**config.mk**
```make
export PLATFORM = sky130hd
export DESIGN_NAME = output_forward_mac
export DESIGN_NICKNAME = d
export VERILOG_FILES = /design/src/rtl/nn_pkg.sv /design/src/rtl/hidden_buf.sv /design/src/rtl/output_forward_mac.sv
export SDC_FILE = /design/constraint.sdc
export NUM_CORES = 1
export LEC_CHECK = 0
export CAP_MARGIN = 40
export CORE_ASPECT_RATIO = 0.7
export CORE_MARGIN = 2
export CORE_UTILIZATION = 45
export DETAILED_ROUTE_END_ITERATION = 7
export GPL_ROUTABILITY_DRIVEN = 1
export GPL_TIMING_DRIVEN = 0
export PLACE_DENSITY = 0.67
export SLEW_MARGIN = 20
export SYNTH_ARGS = -nofsm -noshare
export SYNTH_HDL_FRONTEND = slang
export SYNTH_SLANG_ARGS = --single-unit
export TNS_END_PERCENT = 1
```
**constraint.sdc**
```tcl
create_clock -name clk_i -period 5.95 [get_ports clk_i]
set_clock_uncertainty 0.2 [all_clocks]
set_input_delay 1.19 -clock clk_i [delete_from_list [all_inputs] [get_ports clk_i]]
set_output_delay 1.19 -clock clk_i [all_outputs]
set_load 0.005 [all_outputs]
```
**src/rtl/nn_pkg.sv**
```systemverilog
// Shared constants, forward-pass state type and saturating add for the output neuron stages.
package nn_pkg;

  localparam int HID_W = 10;
  localparam int W_W   = 8;
  localparam int ACC_W = 23;

  typedef enum logic [1:0] {
    IDLE,
    ACCUM,
    DONE
  } fwd_state_t;

  // Adds two unsigned values and clamps the result to 2^width-1; overflow flags the clamp.
  function automatic logic [63:0] sat_add(input logic [63:0] a,
                                          input logic [63:0] b,
                                          input int unsigned width,
                                          output logic overflow);
    logic [64:0] sum;
    logic [64:0] max_val;
    sum     = {1'b0, a} + {1'b0, b};
    max_val = (65'd1 << width) - 65'd1;
    overflow = (sum > max_val);
    if (overflow) begin
      return max_val[63:0];
    end
    return sum[63:0];
  endfunction

endpackage

```
**src/rtl/hidden_buf.sv**
```systemverilog
// Hidden activation register file: one synchronous write port, one combinational read port,
// synchronous clear. Out-of-range read indices return 0.
module hidden_buf #(
  parameter int N_ENTRIES = 4,
  parameter int DATA_W    = nn_pkg::HID_W,
  parameter int IDX_W     = 5
) (
  input  logic              clk_i,
  input  logic              clr_i,
  input  logic              we_i,
  input  logic [IDX_W-1:0]  wr_idx_i,
  input  logic [DATA_W-1:0] wr_data_i,
  input  logic [IDX_W-1:0]  rd_idx_i,
  output logic [DATA_W-1:0] rd_data_o
);

  logic [DATA_W-1:0] mem_q [N_ENTRIES];
  logic [DATA_W-1:0] mem_d [N_ENTRIES];

  always_comb begin
    mem_d = mem_q;
    for (int i = 0; i < N_ENTRIES; i++) begin
      if (we_i && (wr_idx_i == IDX_W'(i))) begin
        mem_d[i] = wr_data_i;
      end
    end
  end

  always_ff @(posedge clk_i) begin
    if (clr_i) begin
      mem_q <= '{default: '0};
    end else begin
      mem_q <= mem_d;
    end
  end

  // Decoded read keeps indices beyond N_ENTRIES from touching the array.
  always_comb begin
    rd_data_o = '0;
    for (int i = 0; i < N_ENTRIES; i++) begin
      if (rd_idx_i == IDX_W'(i)) begin
        rd_data_o = mem_q[i];
      end
    end
  end

endmodule

```
**src/rtl/output_forward_mac.sv**
```systemverilog
// Output neuron forward pass: sequential saturating MAC over hidden beats, with hidden buffer
// for backprop readback. Define OUTPUT_FWD_BIAS_EN to add a bias_i port that seeds the accumulator.
module output_forward_mac #(
  parameter int N_HIDDEN = 4,
  parameter int HID_W    = nn_pkg::HID_W,
  parameter int W_W      = nn_pkg::W_W,
  parameter int ACC_W    = nn_pkg::ACC_W,
  parameter int IDX_W    = 5
) (
  input  logic             clk_i,
  input  logic             rst_i,
  input  logic             start_i,
  input  logic [HID_W-1:0] hidden_val_i,
  input  logic             hidden_valid_i,
  output logic             hidden_ready_o,
  output logic [IDX_W-1:0] w_idx_o,
  input  logic [W_W-1:0]   w_i,
`ifdef OUTPUT_FWD_BIAS_EN
  input  logic [W_W-1:0]   bias_i,
`endif
  output logic [ACC_W-1:0] final_o,
  output logic             final_valid_o,
  input  logic             final_ready_i,
  output logic             overflow_o,
  output logic             busy_o,
  input  logic [IDX_W-1:0] hid_rd_idx_i,
  output logic [HID_W-1:0] hid_rd_o
);
  import nn_pkg::*;

  localparam int PROD_W = HID_W + W_W;

  fwd_state_t        state_q, state_d;
  logic [ACC_W-1:0]  acc_q, acc_d;
  logic [IDX_W-1:0]  idx_q, idx_d;
  logic              ovf_q, ovf_d;
  logic              ready_q, ready_d;
  logic              valid_q, valid_d;
  logic              busy_q, busy_d;

  logic [PROD_W-1:0] product;
  logic [ACC_W-1:0]  mac_acc, init_acc;
  logic              mac_ovf, init_ovf;
  logic              beat;

  assign product = PROD_W'(hidden_val_i) * PROD_W'(w_i);
  assign beat    = (state_q == ACCUM) && hidden_valid_i;

  always_comb begin
    mac_ovf  = 1'b0;
    init_ovf = 1'b0;
    mac_acc  = ACC_W'(sat_add(64'(acc_q), 64'(product), ACC_W, mac_ovf));
`ifdef OUTPUT_FWD_BIAS_EN
    init_acc = ACC_W'(sat_add(64'd0, 64'(bias_i), ACC_W, init_ovf));
`else
    init_acc = '0;
`endif

    state_d = state_q;
    acc_d   = acc_q;
    idx_d   = idx_q;
    ovf_d   = ovf_q;

    unique case (state_q)
      IDLE: begin
        if (start_i) begin
          state_d = ACCUM;
          acc_d   = init_acc;
          idx_d   = '0;
          ovf_d   = init_ovf;
        end
      end
      ACCUM: begin
        if (hidden_valid_i) begin
          acc_d = mac_acc;
          ovf_d = ovf_q | mac_ovf;
          // Index parks at 0 on the last beat so w_idx_o reads 0 outside ACCUM.
          if (idx_q == IDX_W'(N_HIDDEN - 1)) begin
            idx_d   = '0;
            state_d = DONE;
          end else begin
            idx_d = idx_q + IDX_W'(1);
          end
        end
      end
      DONE: begin
        if (final_ready_i) begin
          if (start_i) begin
            state_d = ACCUM;
            acc_d   = init_acc;
            idx_d   = '0;
            ovf_d   = init_ovf;
          end else begin
            state_d = IDLE;
          end
        end
      end
      default: state_d = IDLE;
    endcase

    ready_d = (state_d == ACCUM);
    valid_d = (state_d == DONE);
    busy_d  = (state_d != IDLE);
  end

  always_ff @(posedge clk_i) begin
    if (rst_i) begin
      state_q <= IDLE;
      acc_q   <= '0;
      idx_q   <= '0;
      ovf_q   <= 1'b0;
      ready_q <= 1'b0;
      valid_q <= 1'b0;
      busy_q  <= 1'b0;
    end else begin
      state_q <= state_d;
      acc_q   <= acc_d;
      idx_q   <= idx_d;
      ovf_q   <= ovf_d;
      ready_q <= ready_d;
      valid_q <= valid_d;
      busy_q  <= busy_d;
    end
  end

  assign hidden_ready_o = ready_q;
  assign final_valid_o  = valid_q;
  assign busy_o         = busy_q;
  assign overflow_o     = ovf_q;
  assign final_o        = acc_q;
  assign w_idx_o        = idx_q;

  hidden_buf #(
    .N_ENTRIES(N_HIDDEN),
    .DATA_W   (HID_W),
    .IDX_W    (IDX_W)
  ) u_hidden_buf (
    .clk_i    (clk_i),
    .clr_i    (rst_i),
    .we_i     (beat),
    .wr_idx_i (idx_q),
    .wr_data_i(hidden_val_i),
    .rd_idx_i (hid_rd_idx_i),
    .rd_data_o(hid_rd_o)
  );

endmodule

```
==> results.md <==
* Post-CTS Repair Setup Buffers at 0
* Cell taking the most area after synthesis: dfxtp_1
* Worst flop-to-flop path startpoint: final_o[6]
* Detailed Routing Iterations Pass 1 at 5
* Final setup violation count at 0
* Buffers on Ports at 64
* Commonest non-fill, non-tap cell in the layout: inv_1
* WL final at 15300 um
* Worst path max stage delay at between 0.5 and 0.6 ns
* Sequential share of the synthesized area at 23.2%
* Most used cell, CP: fa_1
* Slew headroom at between 50% and 60%
* Synth async-reset ratio at 0%
* EDFF count, synth at 0
* P per Cell Area at 387 nW/um^2
* Clock transition at path regs at ~0.06 ns
* Die Ht at between 100 and 150 um
* I/O Pins at 70
* Remaining Overflow, GRT at 0
* Initial antenna violation count at 0
* Final Instance Count excl. Fillers at between 1000 and 1500
* Final-report hold violation count at 0
* Diode count at 0
* GP Congestion at 0.855
* Dpl cells at 1020
* Synthesized area at approximately 6400 um^2
* Largest net degree at the start of global routing at 13
* Syn Nets at about 910
* DR vias/cell at 5.27
* Crit path capture type: register
* Layout cells sized above 1 at around 6.3%
* Status: completed
* Post-synth top area share at about 23%
* Crit path max-delay family: adder cells
* Clock Latency Late Sink at 0.34 ns
* FP Rows at 36
* WP data arrival at around 5.7 ns
* Buffers plus inverters on the worst setup path at 4
* Clock sink count at 74
* Slew Viols, Final at 0
* Design Area, Final at 7560 um^2
* Distinct cells, synth at roughly 50
* Drt first-iter violations at between 300 and 400
* # fillers at roughly 1300
* Final hold slack at 0.254 ns
* CP Launch Type: input port
* Post-CTS Hold Buffers at 0
* Syn-to-layout area delta at 18.5%
* CTS tree: yes
* Longest Clk Path Bufs at 2
* Top_reg_cell synth: dfxtp_1
* Hold path start: u_hidden_buf.mem_q[25]
* Die W at approximately 150 um
* First-pass GRT wire length at ~26000 um
* Setup crit start: hidden_val_i[2]
* Synth Instances at 766
* Commonest cells after routing, fill and taps aside: 116 x inv_1, 93 x nand2_1, 74 x dfxtp_1
* Root Buffer: clkbuf_16
* Area after DPL at 7250 um^2
* Residual DRC at 0
* Tightest Pin Transition at roughly 0.75 ns
* Period utilisation layout at between 90% and 100%
* #FFs+latches synth at 74
* Cts bufs inserted at 9
* H-Tree Level Count at 3
* Hold Crit Class: reg2reg
* Worst vdd ir at 0.000255 V
* DP HPWL at 12200 um
* Starting Density at 46.0%
* Average wire per standard cell at 14.9 um
* Avg Cell Area, Syn at approximately 8.3 um^2
* Final min period at between 5 and 6 ns
* Vias at about 5400
* Vias in the first global route at about 5100
* Total negative slack at 0 ns
* CP cell instances: clkbuf_2, and2_1, fa_1, fa_1, fa_1, inv_1, fa_1, inv_1, ha_1, or2_1, a21o_1, nand4_1, a31oi_2, o21ai_2, buf_4, a21oi_1, a21o_1
* Area of the core at ~14000 um^2
* Area contributors post-synth: dfxtp_1 23%, fa_1 20%, ha_1 9.2%
* Slowest library cell on the worst path: fa_1
* Static Leak at about 0.0034 uW
* RSZ-0062 raised after global routing: false
* Final antenna-violating net count at 0
* Core Util, Final at 54.5%
* Critical Path RT at 5.98 ns
* Crit-path max FO at 12
* DIE AREA at ~15000 um^2
* Nets at between 900 and 1000
* Kind of critical path: in2reg
* Max Fclk at approximately 0.18 GHz
* Yosys warns at 0
* GRT Util Overall at a little over a fifth
* Max Cap Viol at 0
[Yosys cell counts, drive strengths merged, types with 4 or more instances]
cell	instances
inv	116
xnor2	10
a21o	18
dfxtp	74
fa	64
buf	4
nand2	93
a31oi	5
nor3	5
xor2	8
a211oi	5
nand2b	4
and3	5
o21a	8
clkbuf	35
ha	47
nor2	28
or2	4
nand3	46
nor2b	6
o21ai	10
and2	48
o22ai	14
a21oi	69
mux2i	12
[state kept, by name (all words and copies together), names as in the netlist]
signal              count
busy_o                  1
w_idx_o                 5
state_q                 2
hidden_ready_o          1
final_o                23
u_hidden_buf.mem_q     40
overflow_o              1
final_valid_o           1
[power by group]
part	total, uW	leakage [uW]	switching, uW	internal (uW)
Combinational	1720	0.00261	991	730
Sequential	567	0.000599	33.6	533
Clock	637	0.000167	215	422
Total	2920	0.00338	1240	1690
[final cells by class]
cell class | count | area [um^2] | area share [%]
clock inverter | 4 | 98.8 | 1.31
inverter | 116 | 435 | 5.76
clock buffer | 12 | 246 | 3.26
buffer | 30 | 141 | 1.87
multi-input combinational | 537 | 4330 | 57.2
tap | 190 | 238 | 3.15
timing repair buffer | 66 | 591 | 7.81
sequential | 74 | 1480 | 19.6
[repair_timing]
| action | CTS | global route |
|---|---|---|
| pin swaps | 3 | 3 |
| setup endpoints to repair | 24 | 22 |
| cloned | 1 | 0 |
| gates resized for setup | 20 | 38 |
| hold endpoints to repair | 0 | 0 |
[cells by family (layout without fill, tap and decap cells)]
| logic type | after synthesis | after routing | synth area share, % |
|---|---|---|---|
| compound gates | 149 | 149 | 15.1 |
| xor+xnor | 18 | 18 | 2.47 |
| fa+ha+maj | 111 | 111 | 29.3 |
| buf+inv | 155 | 228 | 9.28 |
| flops | 74 | 74 | 23.2 |
| mux | 12 | 12 | 1.88 |
| simple gates | 247 | 247 | 18.7 |
[through the flow]
stage | total power (uW) | setup slack [ns]
after floorplan | 1870 | 0.286
after global placement | 2250 | -0.892
after detailed placement | 2260 | -0.951
after CTS | 2930 | 0.0399
after global routing | 3190 | 0.0595
final | 2920 | 0.257
[worst min-delay path: stages (launching register included)]
cell and delay, ns:
dfxtp_1 0.31, nand2_1 0.05, a21oi_1 0.05
[worst paths after layout]
check,endpoint,slack (ns),cells past startpoint
worst max register to register,final_o[7],1.02,17
worst min-delay path,u_hidden_buf.mem_q[25],0.25,2
worst max-delay path,final_o[7],0.26,17
worst min register to register,u_hidden_buf.mem_q[25],0.25,2
[per-layer routing]
metal | wire, um | part of all wire [%] | track usage, %
met1 | 7910 | 52 | 33.1
met2 | 6480 | 42 | 30.5
met3 | 861 | 5.6 | 3.88
met4 | 69 | 0.45 | 3.54
met5 | 0 | 0 | 0
(Power assumes the default switching activity.)
